===== src/rtl/hdbn_encoder.sv =====
// hdbn_encoder: HDBn line encoder (HDB3 when N = 3) for the transmit path.
//
// Takes a unipolar NRZ stream, one bit per accepted beat, and produces the bipolar
// P/N rail pair. Zero-run substitution (000V / B00V generalised to N), B insertion
// and alternate-mark polarity are all done here. A runtime AMI mode bypasses
// substitution.
//
// Parameters:
//   N          maximum zeros allowed on the line (2..7); a run of N+1 zeros is substituted
//
// Ports:
//   clk        system clock, rising edge
//   rst        synchronous active-high reset
//   in_valid   data_in/ami are accepted this cycle
//   data_in    NRZ bit, 1 = mark
//   ami        1 = plain AMI, no substitution (sampled with each accepted bit)
//   out_valid  one-cycle pulse, P/N carry a new symbol
//   data_outP  1 = +1 pulse
//   data_outN  1 = -1 pulse
//   viol_cnt   saturating count of V insertions (only when HDBN_STATS_EN is defined)
//
// Build option: define HDBN_STATS_EN to add the viol_cnt port and counter.

module hdbn_encoder #(
    parameter int unsigned N = 3
) (
    input  logic        clk,
    input  logic        rst,
    input  logic        in_valid,
    input  logic        data_in,
    input  logic        ami,
`ifdef HDBN_STATS_EN
    output logic [15:0] viol_cnt,
`endif
    output logic        out_valid,
    output logic        data_outP,
    output logic        data_outN
);

    // Internal symbol codes
    localparam logic [1:0] SymZero = 2'b00;
    localparam logic [1:0] SymMark = 2'b01;
    localparam logic [1:0] SymB    = 2'b10;
    localparam logic [1:0] SymV    = 2'b11;

    localparam logic [2:0] ZrunMax = 3'(N);
    localparam logic [3:0] FillMax = 4'(N + 1);

    logic [N:0][1:0] win_q, win_d;
    logic [2:0]      zrun_q, zrun_d;
    logic [3:0]      fill_q, fill_d;
    logic            par_q, par_d;
    logic            last_q, last_d;
    logic            p_q, p_d;
    logic            n_q, n_d;
    logic            valid_q, valid_d;
    logic [1:0]      leave;
    logic            sub;

    assign leave = win_q[N];

    // The (N+1)th consecutive zero in non-AMI mode becomes V.
    assign sub = in_valid && !data_in && !ami && (zrun_q == ZrunMax);

    always_comb begin
        win_d   = win_q;
        zrun_d  = zrun_q;
        fill_d  = fill_q;
        par_d   = par_q;
        last_d  = last_q;
        p_d     = p_q;
        n_d     = n_q;
        valid_d = 1'b0;

        if (in_valid) begin
            for (int unsigned i = 1; i <= N; i++) begin
                win_d[i] = win_q[i-1];
            end

            if (data_in) begin
                win_d[0] = SymMark;
                zrun_d   = 3'd0;
                if (!ami) begin
                    par_d = ~par_q;
                end
            end else if (ami) begin
                win_d[0] = SymZero;
                zrun_d   = 3'd0;
            end else if (sub) begin
                win_d[0] = SymV;
                zrun_d   = 3'd0;
                par_d    = 1'b0;
                // Even pulse count since last V: the first zero of the run (now
                // shifting into the last slot) becomes B to keep V alternating.
                if (!par_q) begin
                    win_d[N] = SymB;
                end
            end else begin
                win_d[0] = SymZero;
                zrun_d   = zrun_q + 3'd1;
            end

            // Polarity stage on the symbol leaving the window.
            case (leave)
                SymMark, SymB: begin
                    p_d    = ~last_q;
                    n_d    = last_q;
                    last_d = ~last_q;
                end
                SymV: begin
                    p_d = last_q;
                    n_d = ~last_q;
                end
                default: begin
                    p_d = 1'b0;
                    n_d = 1'b0;
                end
            endcase

            // Suppress output until the window has been primed with N+1 beats.
            if (fill_q == FillMax) begin
                valid_d = 1'b1;
            end else begin
                fill_d = fill_q + 4'd1;
            end
        end
    end

    always_ff @(posedge clk) begin
        if (rst) begin
            win_q   <= '0;
            zrun_q  <= 3'd0;
            fill_q  <= 4'd0;
            par_q   <= 1'b0;
            last_q  <= 1'b0;
            p_q     <= 1'b0;
            n_q     <= 1'b0;
            valid_q <= 1'b0;
        end else begin
            win_q   <= win_d;
            zrun_q  <= zrun_d;
            fill_q  <= fill_d;
            par_q   <= par_d;
            last_q  <= last_d;
            p_q     <= p_d;
            n_q     <= n_d;
            valid_q <= valid_d;
        end
    end

    assign out_valid = valid_q;
    assign data_outP = p_q;
    assign data_outN = n_q;

`ifdef HDBN_STATS_EN
    logic [15:0] viol_q;

    always_ff @(posedge clk) begin
        if (rst) begin
            viol_q <= 16'd0;
        end else if (sub && (viol_q != 16'hFFFF)) begin
            viol_q <= viol_q + 16'd1;
        end
    end

    assign viol_cnt = viol_q;
`endif

endmodule


===== config.mk =====
export PLATFORM = sky130hd
export DESIGN_NAME = hdbn_encoder
export DESIGN_NICKNAME = d
export VERILOG_FILES = /design/src/rtl/hdbn_encoder.sv
export SDC_FILE = /design/constraint.sdc
export NUM_CORES = 1
export LEC_CHECK = 0
export BUFFER_PORTS_ARGS = -buffer_cell sky130_fd_sc_hd__buf_2
export CAP_MARGIN = 20
export CELL_PAD_IN_SITES_DETAIL_PLACEMENT = 0
export CELL_PAD_IN_SITES_GLOBAL_PLACEMENT = 1
export CORE_ASPECT_RATIO = 1.1
export CORE_UTILIZATION = 30
export DETAILED_ROUTE_END_ITERATION = 8
export PLACE_DENSITY = 0.62
export RECOVER_POWER = 100
export SYNTH_ARGS = -nofsm -noshare
export SYNTH_HDL_FRONTEND = slang
export SYNTH_SLANG_ARGS = --single-unit

===== constraint.sdc =====
create_clock -name clk -period 4.6 [get_ports clk]
set_clock_uncertainty 0.15 [all_clocks]
set_input_delay 0.46 -clock clk [delete_from_list [all_inputs] [get_ports clk]]
set_output_delay 0.46 -clock clk [all_outputs]
set_load 0.02 [all_outputs]

==> results.json <==
{
  "status": "complete, no violations",
  "dr.pass1.iters": 4,
  "syn_area_per_cell_um2": 9.254,
  "synth.largest_area_cell": "dfxtp_1",
  "chipWidth_um": 53.89,
  "grt_max_degree": 23,
  "rows": 20,
  "fin_crit_sh": 0.4780,
  "core_um2": 2778,
  "ioPinCount": 8,
  "synth_warnings": 0,
  "p_per_area_nw_per_um2": 362.6,
  "pwr-share-clk": 0.402,
  "fin_nets": 113,
  "rr_worst_depth": 4,
  "comb_power_share": 0.085,
  "clk_latency_ns": 0.31,
  "leakagePower_uw": 0.0003811,
  "place.gp.congestion": 0.6656,
  "min_period_ns": 2.199,
  "portBuffers": 7,
  "fin_setup_tns_ns": 0,
  "grt_pass1_wl_um": 2580,
  "wire_per_inst_um": 11.38,
  "finalSetupViolCount": 0,
  "antenna_left": 0,
  "required_ns": 4.66,
  "hp-class": "flop to flop",
  "ys_ff_latch": 20,
  "cts_max_level": 1,
  "cts_root_buf": "clkbuf_4",
  "via_count": 650,
  "synthArstFlopShare": 0,
  "synth_common_cells": "dfxtp_1 (20), nor2_1 (17), mux2i_1 (8), a21oi_1 (7), nand2_1 (6)",
  "multi_input_area_um2": 451.7,
  "yosysTopAreaCellShare": 0.4507,
  "maxCapViolations": 0,
  "synth-seq-area-share": 0.4507,
  "power_uw": 359.4,
  "grt_pass1_vias": 585,
  "hold_buffers": 0,
  "relSlewSlack": 0.3105,
  "critPathArrivalTime_ns": 2.26,
  "synthFlopType": "dfxtp_1",
  "internal_power_uw": 279.7,
  "ys_top_cells_by_area": "dfxtp_1 (45%), mux2i_1 (9.0%), nor2_1 (7.2%), ha_1 (5.6%), a21oi_1 (3.9%)",
  "die-area_um2": 3183,
  "drive_gt1_frac": 0.1165,
  "drcViolationCount": 0,
  "crit_path_max_fanout": 22,
  "viasPerCell": 4.779,
  "synth_area_um2": 888.4,
  "grt_use_total": 0.1134,
  "p_switching_uw": 79.64,
  "worst-setup-path-type": "input pin to flop",
  "cts.sinks": 20,
  "ctsResizeCount": 0,
  "nFillCells": 279,
  "pwr-share-seq": 0.513,
  "synth_nets": 105,
  "rsz0062_at_grt": "false",
  "clk_pin_slew_worst_paths_ns": 0.12,
  "cts_buffer_depth": 2,
  "slew_violations": 0,
  "yosysMostFrequentCell": "dfxtp_1",
  "start_util": 0.3198,
  "start_kind": "input pin",
  "drt_iter0_markers": 15,
  "grt_overflow": 0,
  "regArea_um2": 400.4,
  "cts_tree": "built",
  "cts-buffers-inserted": 3,
  "totalWireLength_um": 1548,
  "areaGrowthSynthToFinish_pct": 11.55,
  "synthCells": 96,
  "synth_edf_count": 0,
  "fp.dieH_um": 59.07,
  "cts_setup_buffers": 0,
  "worst_pin_slew_ns": 1.034,
  "worst_setup_path_end_kind": "flop",
  "final_hold_viol_count": 0,
  "ir_drop_uv": 210.6,
  "place_hpwl_um": 1019,
  "holdPathStages": 2,
  "insertedDiodeCount": 0,
  "swShare": 0.2216,
  "antenna_found_initial": 0,
  "max_clock_freq_ghz": 0.4548,
  "ys_types": 27
}
==> cells by family (layout without fill, tap and decap cells) <==
| kind of cell | after synthesis | after routing | share of synthesized area |
|---|---|---|---|
| muxes | 9 | 9 | 0.1028 |
| AOI/OAI and AO/OA | 13 | 13 | 0.09718 |
| adders and majority gates | 4 | 4 | 0.05634 |
| xor gates and xnor gates | 1 | 1 | 0.009861 |
| DFF | 20 | 20 | 0.4507 |
| and+or+nand+nor | 41 | 41 | 0.2423 |
| buffers and inverters | 8 | 15 | 0.04084 |
==> sequential cells by signal, indices dropped and copies added, names as in the netlist <==
name	count
out_valid	1
zrun_q	3
last_q	1
fill_q	4
win_q	6
data_outN	1
leave	2
par_q	1
data_outP	1
==> power groups by stage <==
stage / combinational, uW / sequential [uW] / clock, uW
global route: 34.6 / 185 / 155
finish: 30.6 / 184 / 144
global placement: 30.7 / 188 / 0
CTS: 31.3 / 184 / 151
floorplan: 22.5 / 188 / 0
detailed placement: 31.2 / 188 / 0
==> layout make-up <==
cell class / count / share of cell area
clock buffers: 3 / 0.02273
clock inverters: 1 / 0.03030
inverters: 4 / 0.01515
multi-input cells: 68 / 0.4558
flip-flops and latches: 20 / 0.4040
well taps: 33 / 0.04167
repair buffers: 7 / 0.03030
==> final timing paths <==
path	slack, ns	start	to
hold reg to reg	0.33	zrun_q[1]	zrun_q[1]
hold / removal	0.33	zrun_q[1]	zrun_q[1]
setup reg to reg	2.99	fill_q[0]	fill_q[0]
setup / recovery	2.40	in_valid	fill_q[0]
==> layout by cell type (no fill, tap or decap), drive strengths merged <==
master	instances
dfxtp	20
nor2	17
mux2i	8
a21oi	7
clkbuf	7
nand2	6
nand2b	5
inv	4
ha	4
nor3	3
a211oi	3
buf	3
nand3	2
nor4b	1
or4b	1
o31a	1
nor3b	1
nand4	1
or3	1
and4bb	1
xor2	1
o211ai	1
nand4b	1
and4	1
a31oi	1
mux2	1
bufinv	1
==> critical path, stage by stage <==
cell and delay, ns:
clkbuf_1 0.75, inv_1 0.34, a31oi_1 0.34, mux2_2 0.37
==> routing by layer <==
| layer | GRT usage | routed length [um] | vias up |
|---|---|---|---|
| li1 | - | - | 346 |
| met1 | 0.1397 | 754 | 291 |
| met2 | 0.1728 | 711 | 11 |
| met3 | 0.05385 | 67 | 2 |
| met4 | 0.03383 | 14 | 0 |
| met5 | 0 | 0 | - |
==> metrics by stage <==
step                      setup slack (ns)  instances    util  hold slack (ns)  instance area (um^2)
after global placement               2.652        132  0.3396           0.3196                 943.4
after detailed placement             2.597        132  0.3396           0.3147                 943.4
after floorplan                      3.130         96       -           0.2944                 888.4
final                                2.401        136  0.3568           0.3292                 991.0
after global routing                 2.206        136  0.3568           0.3402                 991.0
after CTS                            2.945        136  0.3586           0.3334                 996.0
No activity file was read; power rests on OpenSTA's default activity.
